--- src/rtl/window_watchdog_core_if.sv ---
// Watchdog configuration, service/enable inputs and status outputs bundled as one port.
// master drives configuration and stimulus; slave is the watchdog core.
interface window_watchdog_core_if;
    logic [7:0] FWLEN;
    logic [7:0] SWLEN;
    logic [7:0] RST_LMT;
    logic       WDSRVC;
    logic       INIT;
    logic       TICK;
    logic [1:0] STATE;
    logic [7:0] ERR_CNT;
    logic       WIN_OPEN;
    logic       WD_ERR;
    logic       WD_RST;

    modport master (
        output FWLEN, SWLEN, RST_LMT, WDSRVC, INIT, TICK,
        input  STATE, ERR_CNT, WIN_OPEN, WD_ERR, WD_RST
    );

    modport slave (
        input  FWLEN, SWLEN, RST_LMT, WDSRVC, INIT, TICK,
        output STATE, ERR_CNT, WIN_OPEN, WD_ERR, WD_RST
    );
endinterface

--- src/rtl/window_watchdog_core.sv ---
// Windowed watchdog: a closed window where service is an error, then an open window that must be serviced.
// All outputs registered (events visible one cycle after the sampling edge); no backpressure, inputs sampled every cycle.
module window_watchdog_core #(
    parameter int unsigned DEC_ON_SERVICE = 1
) (
    input  logic CLK,
    input  logic RST,
    window_watchdog_core_if.slave wd
);
    typedef enum logic [1:0] {
        S_IDLE   = 2'b00,
        S_CLOSED = 2'b01,
        S_OPEN   = 2'b10,
        S_FAULT  = 2'b11
    } state_t;

    state_t     state;
    logic [7:0] cnt;
    logic [7:0] err_cnt;
    logic       win_open;
    logic       wd_err;
    logic       wd_rst;
    logic       srv_q;
    logic       init_q;

    logic       srv_edge;
    logic       init_edge;
    logic       expire;
    logic [7:0] open_len;
    state_t     restart_state;
    logic [7:0] restart_len;
    logic [7:0] err_inc;
    logic       fault_hit;
    logic       err_event;

    always_comb begin
        srv_edge      = wd.WDSRVC & ~srv_q;
        init_edge     = wd.INIT & ~init_q;
        expire        = wd.TICK & (cnt == 8'd1);
        open_len      = (wd.SWLEN == 8'd0) ? 8'd1 : wd.SWLEN;
        restart_state = (wd.FWLEN == 8'd0) ? S_OPEN : S_CLOSED;
        restart_len   = (wd.FWLEN == 8'd0) ? open_len : wd.FWLEN;
        err_inc       = (err_cnt == 8'hFF) ? 8'hFF : err_cnt + 8'd1;
        fault_hit     = (wd.RST_LMT != 8'd0) && (err_inc >= wd.RST_LMT);
        // A service edge on the expiry tick is an error when closed but good when open.
        err_event     = ((state == S_CLOSED) && srv_edge) ||
                        ((state == S_OPEN) && expire && !srv_edge);
    end

    always_ff @(posedge CLK) begin
        if (!RST) begin
            state    <= S_IDLE;
            cnt      <= 8'd0;
            err_cnt  <= 8'd0;
            win_open <= 1'b0;
            wd_err   <= 1'b0;
            wd_rst   <= 1'b0;
            srv_q    <= 1'b0;
            init_q   <= 1'b0;
        end else begin
            srv_q  <= wd.WDSRVC;
            init_q <= wd.INIT;
            wd_err <= 1'b0;
            case (state)
                S_IDLE: begin
                    if (init_edge) begin
                        state    <= restart_state;
                        cnt      <= restart_len;
                        win_open <= (restart_state == S_OPEN);
                    end
                end
                S_CLOSED, S_OPEN: begin
                    if (!wd.INIT) begin
                        state    <= S_IDLE;
                        cnt      <= 8'd0;
                        win_open <= 1'b0;
                    end else if (err_event) begin
                        wd_err  <= 1'b1;
                        err_cnt <= err_inc;
                        if (fault_hit) begin
                            state    <= S_FAULT;
                            cnt      <= 8'd0;
                            win_open <= 1'b0;
                            wd_rst   <= 1'b1;
                        end else begin
                            state    <= restart_state;
                            cnt      <= restart_len;
                            win_open <= (restart_state == S_OPEN);
                        end
                    end else if ((state == S_OPEN) && srv_edge) begin
                        if ((DEC_ON_SERVICE != 0) && (err_cnt != 8'd0)) begin
                            err_cnt <= err_cnt - 8'd1;
                        end
                        state    <= restart_state;
                        cnt      <= restart_len;
                        win_open <= (restart_state == S_OPEN);
                    end else if (expire) begin
                        // Only the closed window reaches here on expiry.
                        state    <= S_OPEN;
                        cnt      <= open_len;
                        win_open <= 1'b1;
                    end else if (wd.TICK) begin
                        cnt <= cnt - 8'd1;
                    end
                end
                default: begin
                end
            endcase
        end
    end

    assign wd.STATE    = state;
    assign wd.ERR_CNT  = err_cnt;
    assign wd.WIN_OPEN = win_open;
    assign wd.WD_ERR   = wd_err;
    assign wd.WD_RST   = wd_rst;
endmodule
--- src/flat_wrapper.sv ---
// flat-port wrapper written by rule: the top's interface ports become plain ports
module window_watchdog_core_flat 
#(
    parameter int unsigned DEC_ON_SERVICE = 1
)
  (CLK, RST, wd_FWLEN, wd_SWLEN, wd_RST_LMT, wd_WDSRVC, wd_INIT, wd_TICK, wd_STATE, wd_ERR_CNT, wd_WIN_OPEN, wd_WD_ERR, wd_WD_RST);
  window_watchdog_core_if wd_i ();
  input  logic CLK;
  input  logic RST;
  input wire logic [$bits(wd_i.FWLEN)-1:0] wd_FWLEN;
  input wire logic [$bits(wd_i.SWLEN)-1:0] wd_SWLEN;
  input wire logic [$bits(wd_i.RST_LMT)-1:0] wd_RST_LMT;
  input wire logic [$bits(wd_i.WDSRVC)-1:0] wd_WDSRVC;
  input wire logic [$bits(wd_i.INIT)-1:0] wd_INIT;
  input wire logic [$bits(wd_i.TICK)-1:0] wd_TICK;
  output wire logic [$bits(wd_i.STATE)-1:0] wd_STATE;
  output wire logic [$bits(wd_i.ERR_CNT)-1:0] wd_ERR_CNT;
  output wire logic [$bits(wd_i.WIN_OPEN)-1:0] wd_WIN_OPEN;
  output wire logic [$bits(wd_i.WD_ERR)-1:0] wd_WD_ERR;
  output wire logic [$bits(wd_i.WD_RST)-1:0] wd_WD_RST;
  assign wd_i.FWLEN = wd_FWLEN;
  assign wd_i.SWLEN = wd_SWLEN;
  assign wd_i.RST_LMT = wd_RST_LMT;
  assign wd_i.WDSRVC = wd_WDSRVC;
  assign wd_i.INIT = wd_INIT;
  assign wd_i.TICK = wd_TICK;
  assign wd_STATE = wd_i.STATE;
  assign wd_ERR_CNT = wd_i.ERR_CNT;
  assign wd_WIN_OPEN = wd_i.WIN_OPEN;
  assign wd_WD_ERR = wd_i.WD_ERR;
  assign wd_WD_RST = wd_i.WD_RST;
  window_watchdog_core #(.DEC_ON_SERVICE(DEC_ON_SERVICE)) u_core (.CLK(CLK), .RST(RST), .wd(wd_i));
endmodule
--- config.mk ---
export PLATFORM = sky130hd
export DESIGN_NAME = window_watchdog_core_flat
export DESIGN_NICKNAME = d
export VERILOG_FILES = /design/src/rtl/window_watchdog_core_if.sv /design/src/rtl/window_watchdog_core.sv /design/src/flat_wrapper.sv
export SDC_FILE = /design/constraint.sdc
export NUM_CORES = 1
export LEC_CHECK = 0
export ABC_AREA = 1
export CORE_MARGIN = 2
export CORE_UTILIZATION = 51
export CTS_BUF_LIST = sky130_fd_sc_hd__clkbuf_8
export CTS_CLUSTER_SIZE = 24
export DETAILED_ROUTE_END_ITERATION = 8
export PLACE_DENSITY = 0.87
export SYNTH_ARGS = -nofsm -noshare
export SYNTH_HDL_FRONTEND = slang
export SYNTH_SLANG_ARGS = --single-unit
export TNS_END_PERCENT = 30
--- constraint.sdc ---
create_clock -name CLK -period 3.7 [get_ports CLK]
set_clock_uncertainty 0.1 [all_clocks]
set_input_delay 0.555 -clock CLK [delete_from_list [all_inputs] [get_ports CLK]]
set_output_delay 0.555 -clock CLK [all_outputs]
set_load 0.05 [all_outputs]
==> results.toml, run 1 <==
[layout]
final_layout_size_suffix_gt1_share_pct = 8.65
area_growth_syn_to_layout_pct = 19.5
fill_cells = 421
nets = 463
diodes = 0

[worst_setup_path]
cp_max_fo = 8
critPathLaunchType = "flip-flop"
crit_arrival_ns = 2.94
end_kind = "flip-flop"
worstSetupPathType = "flip-flop to flip-flop"
worst_ep_required_time_ns = 3.80

[outcome]
status = "finished, final reports clean"

[pwr]
power_frac_seq_pct = 24.2
switchingPower_mw = 0.787
pwr-share-clk_pct = 10.7
irDropWorstVdd_mv = 0.542
switching_share_pct = 51.7
p_comb_share_pct = 65.1
intPower_mw = 0.735
power_density_nw_per_um2 = 547
p_leak_nw = 1.36

[placement]
preCtsSetupSlack_ns = 0.912
io_buffers = 41
gp_congestion = 0.897
dp_hpwl_mm = 4.71

[yosys]
synthesis.area_sq_um = 2330
async_flop_share_pct = 0
synth_enable_flop_cells = 0
avgSynthCellArea_sq_um = 6.15
synth_cell_types = 36
synth_nets = 425
netlist_instances = 379
synth_warnings = 0
synth.largest_area_cell = "dfxtp_1"
synth_top_area_share_pct = 19.8
yosysSeqAreaShare_pct = 19.8
ys_ff_latch = 23
synth_area_leaders = "dfxtp_1 (20%), nand2_1 (14%), inv_1 (9.2%)"
synth_flop_cell = "dfxtp_1"

[cts]
cts.sinks = 23
postCtsHoldBufs = 0
clk_latency_ns = 0.26
cts_buffer_depth = 2
cts_resized = 0
htreeDepth = 1
cts_root_buf = "clkbuf_8"
clk_pin_slew_ns = 0.09
cts_made_buffers = 3
cts_setup_buffers = 0
cts_tree = "yes"

[die]
die_w_um = 71.6
start_util_pct = 53.1
io_pins = 42
die_h_um = 71.6
die-area_sq_um = 5120
core_area_sq_um = 4380
rows = 24

[drt]
via_per_inst = 5.33
vias = 2493
first_iter_violations = 193
drc = 0
drt-total-wl_mm = 5.96
wl_per_cell_um = 12.7
ant_nets = 0
dr.pass1.iters = 5

[min_path]
hold_class = "flip-flop to flip-flop"

[timing]
worst_slack_ns = 0.855
clock.fmax_ghz = 0.351
worstMarginPinSlew_ns = 0.552
post-route-period-util_pct = 76.9
rsz0062_at_grt = "no"
final_hold_viol_count = 0
period_minus_slack_ns = 2.85
slew_headroom_pct = 63.1
finalSetupViolCount = 0
maxSlewViolCount = 0
setup_tns_ns = 0

[grt]
overflow = 0
antenna_found_initial = 0
grt_max_degree = 15
grt_pass1_vias = 2357
grtUsageTotal_pct = 24.5
grt_pass1_wl_mm = 10.4

[flow_run]
cap_violations = 0
-- final cells by class --
type / instances / area (sq um) / area share, %
well taps: 52 / 65.1 / 2.34
repair buffers: 42 / 418 / 15.0
flip-flops and latches: 23 / 460 / 16.5
clock buffers: 3 / 41.3 / 1.48
inverters: 66 / 248 / 8.90
clock inverters: 1 / 3.75 / 0.135
multi-input cells: 281 / 1550 / 55.6
-- layout by cell type, fill, tap and decap left out, types with 2 or more instances in the layout --
cell,synthesis,final
dfxtp_1,23,23
o21a_1,2,2
o21ai_2,4,4
nand2_2,6,6
o211ai_1,2,2
nor3_1,5,5
xor2_1,5,5
nor2_1,43,43
ha_1,17,17
a21oi_1,31,31
o21ai_0,17,17
clkbuf_8,0,3
nand4_1,2,2
nand3_4,3,3
nor2_2,3,3
nand2_1,88,88
inv_2,7,7
nand3_1,25,25
clkdlybuf4s50_1,0,41
clkinv_1,2,2
xnor2_1,3,3
o21ai_1,14,14
inv_1,57,58
-- sequential cells by signal (all words and copies together) (netlist names) --
name and flops:
u_core.wd.ERR_CNT 8, u_core.wd.WD_RST 1, u_core.wd.WD_ERR 1, u_core.init_q 1
u_core.wd.WIN_OPEN 1, u_core.wd.STATE 2, u_core.cnt 8, u_core.srv_q 1
-- critical path: stages (launching register included) --
cell and delay [ns]:
dfxtp_1 0.43, ha_1 0.21, nand2_1 0.08, inv_2 0.12, nand3b_4 0.11, nor3_2 0.27
a21oi_1 0.10, inv_1 0.07, ha_1 0.23, nand2_1 0.07, nand2_1 0.05, nor2_1 0.09
nand2_1 0.06, nand2_1 0.06, nand2_1 0.08, nand3_4 0.12, nand2_1 0.09, inv_1 0.18
o21ai_1 0.10, a21oi_1 0.16
-- synth_stat cells (2+ instances only) --
cell type  count
xnor2_1        3
o21ai_1       14
nand4_1        2
xor2_1         5
buf_6          4
inv_2          7
nand3_4        3
nor2_1        43
dfxtp_1       23
o211ai_1       2
buf_4          2
nand2_1       88
o21ai_2        4
nand2_2        6
inv_1         57
clkinv_1       2
nand3_1       25
a21oi_1       31
nor2_2         3
nor3_1         5
buf_2          2
o21ai_0       17
ha_1          17
o21a_1         2
-- power by group through the flow --
stage | combinational (mW) | clock [mW] | sequential, mW
global route | 1.11 | 0.172 | 0.376
detailed placement | 0.971 | 0 | 0.375
CTS | 0.978 | 0.163 | 0.369
global placement | 0.955 | 0 | 0.372
floorplan | 0.715 | 0 | 0.432
finish | 0.991 | 0.162 | 0.369
-- per-stage QoR --
step | cells | cell area (sq um) | power (mW) | utilization (%) | hold WS, ns
finish | 468 | 2780 | 1.52 | 63.5 | 0.383
floorplan | 379 | 2330 | 1.15 | - | 0.390
CTS | 468 | 2780 | 1.51 | 63.5 | 0.386
global route | 468 | 2780 | 1.66 | 63.5 | 0.396
detailed placement | 464 | 2740 | 1.35 | 62.5 | 0.360
global placement | 464 | 2740 | 1.33 | 62.5 | 0.354
-- final timing paths --
check,start,to,slack (ns),cells past startpoint
worst min-delay path,u_core.wd.WD_RST,u_core.wd.WD_RST,0.38,1
worst max register to register,u_core.wd.ERR_CNT[1],u_core.cnt[0],0.85,19
worst max-delay path,u_core.wd.ERR_CNT[1],u_core.cnt[0],0.85,19
worst min register to register,u_core.wd.WD_RST,u_core.wd.WD_RST,0.38,1
-- layer usage --
layer  wire length [um]  GRT usage (%)  vias up
li1                   -              -     1276
met2               2760           40.2      117
met4                 42           4.40        0
met5                  0              0        -
met3                553           5.34        6
met1               2610           33.5     1094
-- cells by family (layout without fill, tap and decap cells) --
kind of cell	count (synthesis)	in the layout	synth area share (%)
DFF	23	23	19.8
and+or+nand+nor	183	183	36.8
adders and majority gates	17	17	9.13
AOI/OAI and AO/OA	73	73	17.5
xor gates and xnor gates	8	8	3.01
buffers and inverters	75	112	13.8
No activity file was read; power rests on OpenSTA's default activity.
==> run 2: changes to the inputs <==
==> constraint.sdc (replaced) <==
create_clock -name CLK -period 2.8 [get_ports CLK]
set_clock_uncertainty 0.1 [all_clocks]
set_input_delay 0.42 -clock CLK [delete_from_list [all_inputs] [get_ports CLK]]
set_output_delay 0.42 -clock CLK [all_outputs]
set_load 0.05 [all_outputs]
==> results.toml, run 2 (synthesized netlist as in run 1, its figures left out) <==
[timing]
clock.fmax_ghz = 0.388
final_hold_viol_count = 0
setup_tns_ns = 0
post-route-period-util_pct = 92.1
worstMarginPinSlew_ns = 0.493
finalSetupViolCount = 0
maxSlewViolCount = 0
slew_headroom_pct = 67.0
period_minus_slack_ns = 2.58
rsz0062_at_grt = "no"

[worst_setup_path]
worstSetupStartpoint = "u_core.wd.ERR_CNT[0]"
r2r_start = "u_core.wd.ERR_CNT[0]"
worstRegToRegCells = 17
worstSetupPathType = "flip-flop to flip-flop"
end_kind = "flip-flop"
r2r_end = "u_core.wd.STATE[1]"
critPathLaunchType = "flip-flop"
worst_ep_required_time_ns = 2.90
endpoint = "u_core.wd.STATE[1]"
cp_max_fo = 7
reg2reg_slack_ns = 0.22
crit_arrival_ns = 2.68

[drt]
dr.pass1.iters = 5
via_per_inst = 5.41
drc = 0
drt-total-wl_mm = 6.06
first_iter_violations = 195
wl_per_cell_um = 12.8
ant_nets = 0
vias = 2561

[grt]
grt_max_degree = 15
grt_pass1_wl_mm = 10.5
overflow = 0
grt_pass1_vias = 2452
grtUsageTotal_pct = 24.8
antenna_found_initial = 0

[layout]
layout_commonest_cell = "nand2_1"
final_layout_size_suffix_gt1_share_pct = 11.2
area_growth_syn_to_layout_pct = 22.0
diodes = 0
final_cell_mix = "nand2_1 (87), inv_1 (57), nor2_1 (43), clkdlybuf4s50_1 (41), a21oi_1 (30)"
nets = 468
fin_util_pct = 64.8

[pwr]
p_comb_share_pct = 66.3
power_frac_seq_pct = 23.7
switchingPower_mw = 1.06
switching_share_pct = 51.3
intPower_mw = 1.00
p_leak_nw = 1.40
power_density_nw_per_um2 = 724
irDropWorstVdd_mv = 0.710
pwr-share-clk_pct = 10.1
power_mw = 2.06

[cts]
cts_buffer_depth = 2
postCtsHoldBufs = 0
cts_root_buf = "clkbuf_8"
cts_made_buffers = 3
cts.sinks = 23
cts_tree = "yes"
clk_pin_slew_ns = 0.08
clk_latency_ns = 0.27
htreeDepth = 1

[die]
die_w_um = 71.6
core_area_sq_um = 4380
start_util_pct = 53.1
die_h_um = 71.6
rows = 24
io_pins = 42
die-area_sq_um = 5120

[placement]
gp_congestion = 0.966
io_buffers = 41
dp_hpwl_mm = 4.71

[flow_run]
cap_violations = 0

[outcome]
status = "finished, final reports clean"

[min_path]
hold_class = "flip-flop to flip-flop"
[run 2: how the worst min path moves through the flow]
stage                          start          endpoint  cells after the start
finish              u_core.wd.WD_RST  u_core.wd.WD_RST                      1
global route        u_core.wd.WD_RST  u_core.wd.WD_RST                      1
CTS                 u_core.wd.WD_RST  u_core.wd.WD_RST                      1
detailed placement  u_core.wd.WD_RST  u_core.wd.WD_RST                      1
global placement    u_core.wd.WD_RST  u_core.wd.WD_RST                      1
floorplan              u_core.cnt[1]     u_core.cnt[1]                      2
[run 2: stage by stage]
step | setup WS [ns] | hold WS [ns] | cells | area [sq um]
2_1_floorplan | 0.0524 | 0.390 | 379 | 2330
3_3_place_gp | 0.254 | 0.353 | 467 | 2760
3_5_place_dp | 0.161 | 0.357 | 467 | 2760
4_1_cts | 0.141 | 0.389 | 471 | 2810
5_1_grt | 0.0206 | 0.400 | 473 | 2840
6_report | 0.220 | 0.380 | 473 | 2840
[run 2: area by class of cell]
cell class                 count  area (sq um)
clock inverter                 1          3.75
clock buffer                   3          41.3
timing repair buffer          47           455
multi-input combinational    281          1560
sequential                    23           467
tap                           52          65.1
fill                         407          1540
inverter                      66           250
[run 2: timing repair]
item | CTS | global route
gates resized for setup | 0 | 9
setup endpoints to repair | 0 | 9
setup buffers | 0 | 2
[run 2: power groups by stage]
stage                     Combinational, mW  Sequential (mW)  Clock, mW
after floorplan                       0.945            0.571          0
after global routing                   1.53            0.496      0.224
after global placement                 1.29            0.489          0
after CTS                              1.33            0.484      0.212
after detailed placement               1.32            0.491          0
final                                  1.36            0.487      0.208
[run 2: critical path, cell delays in order (launching register included)]
cell      delay [ns]
dfxtp_4         0.37
ha_1            0.17
nand2_1         0.08
inv_2           0.10
nand3b_4        0.11
nor2_1          0.16
nand2_1         0.07
o21ai_0         0.11
inv_1           0.08
ha_1            0.27
nand2_1         0.07
o21a_1          0.19
nand2_1         0.10
nand3_4         0.12
buf_4           0.16
nand3_1         0.05
nand2_1         0.06
a21oi_1         0.14
[run 2: metal layers]
metal	wire length [um]	GRT usage (%)	vias up
li1	-	-	1283
met1	2620	32.4	1149
met2	2980	42.4	123
met3	411	3.52	6
met4	53	7.55	0
met5	0	0	-
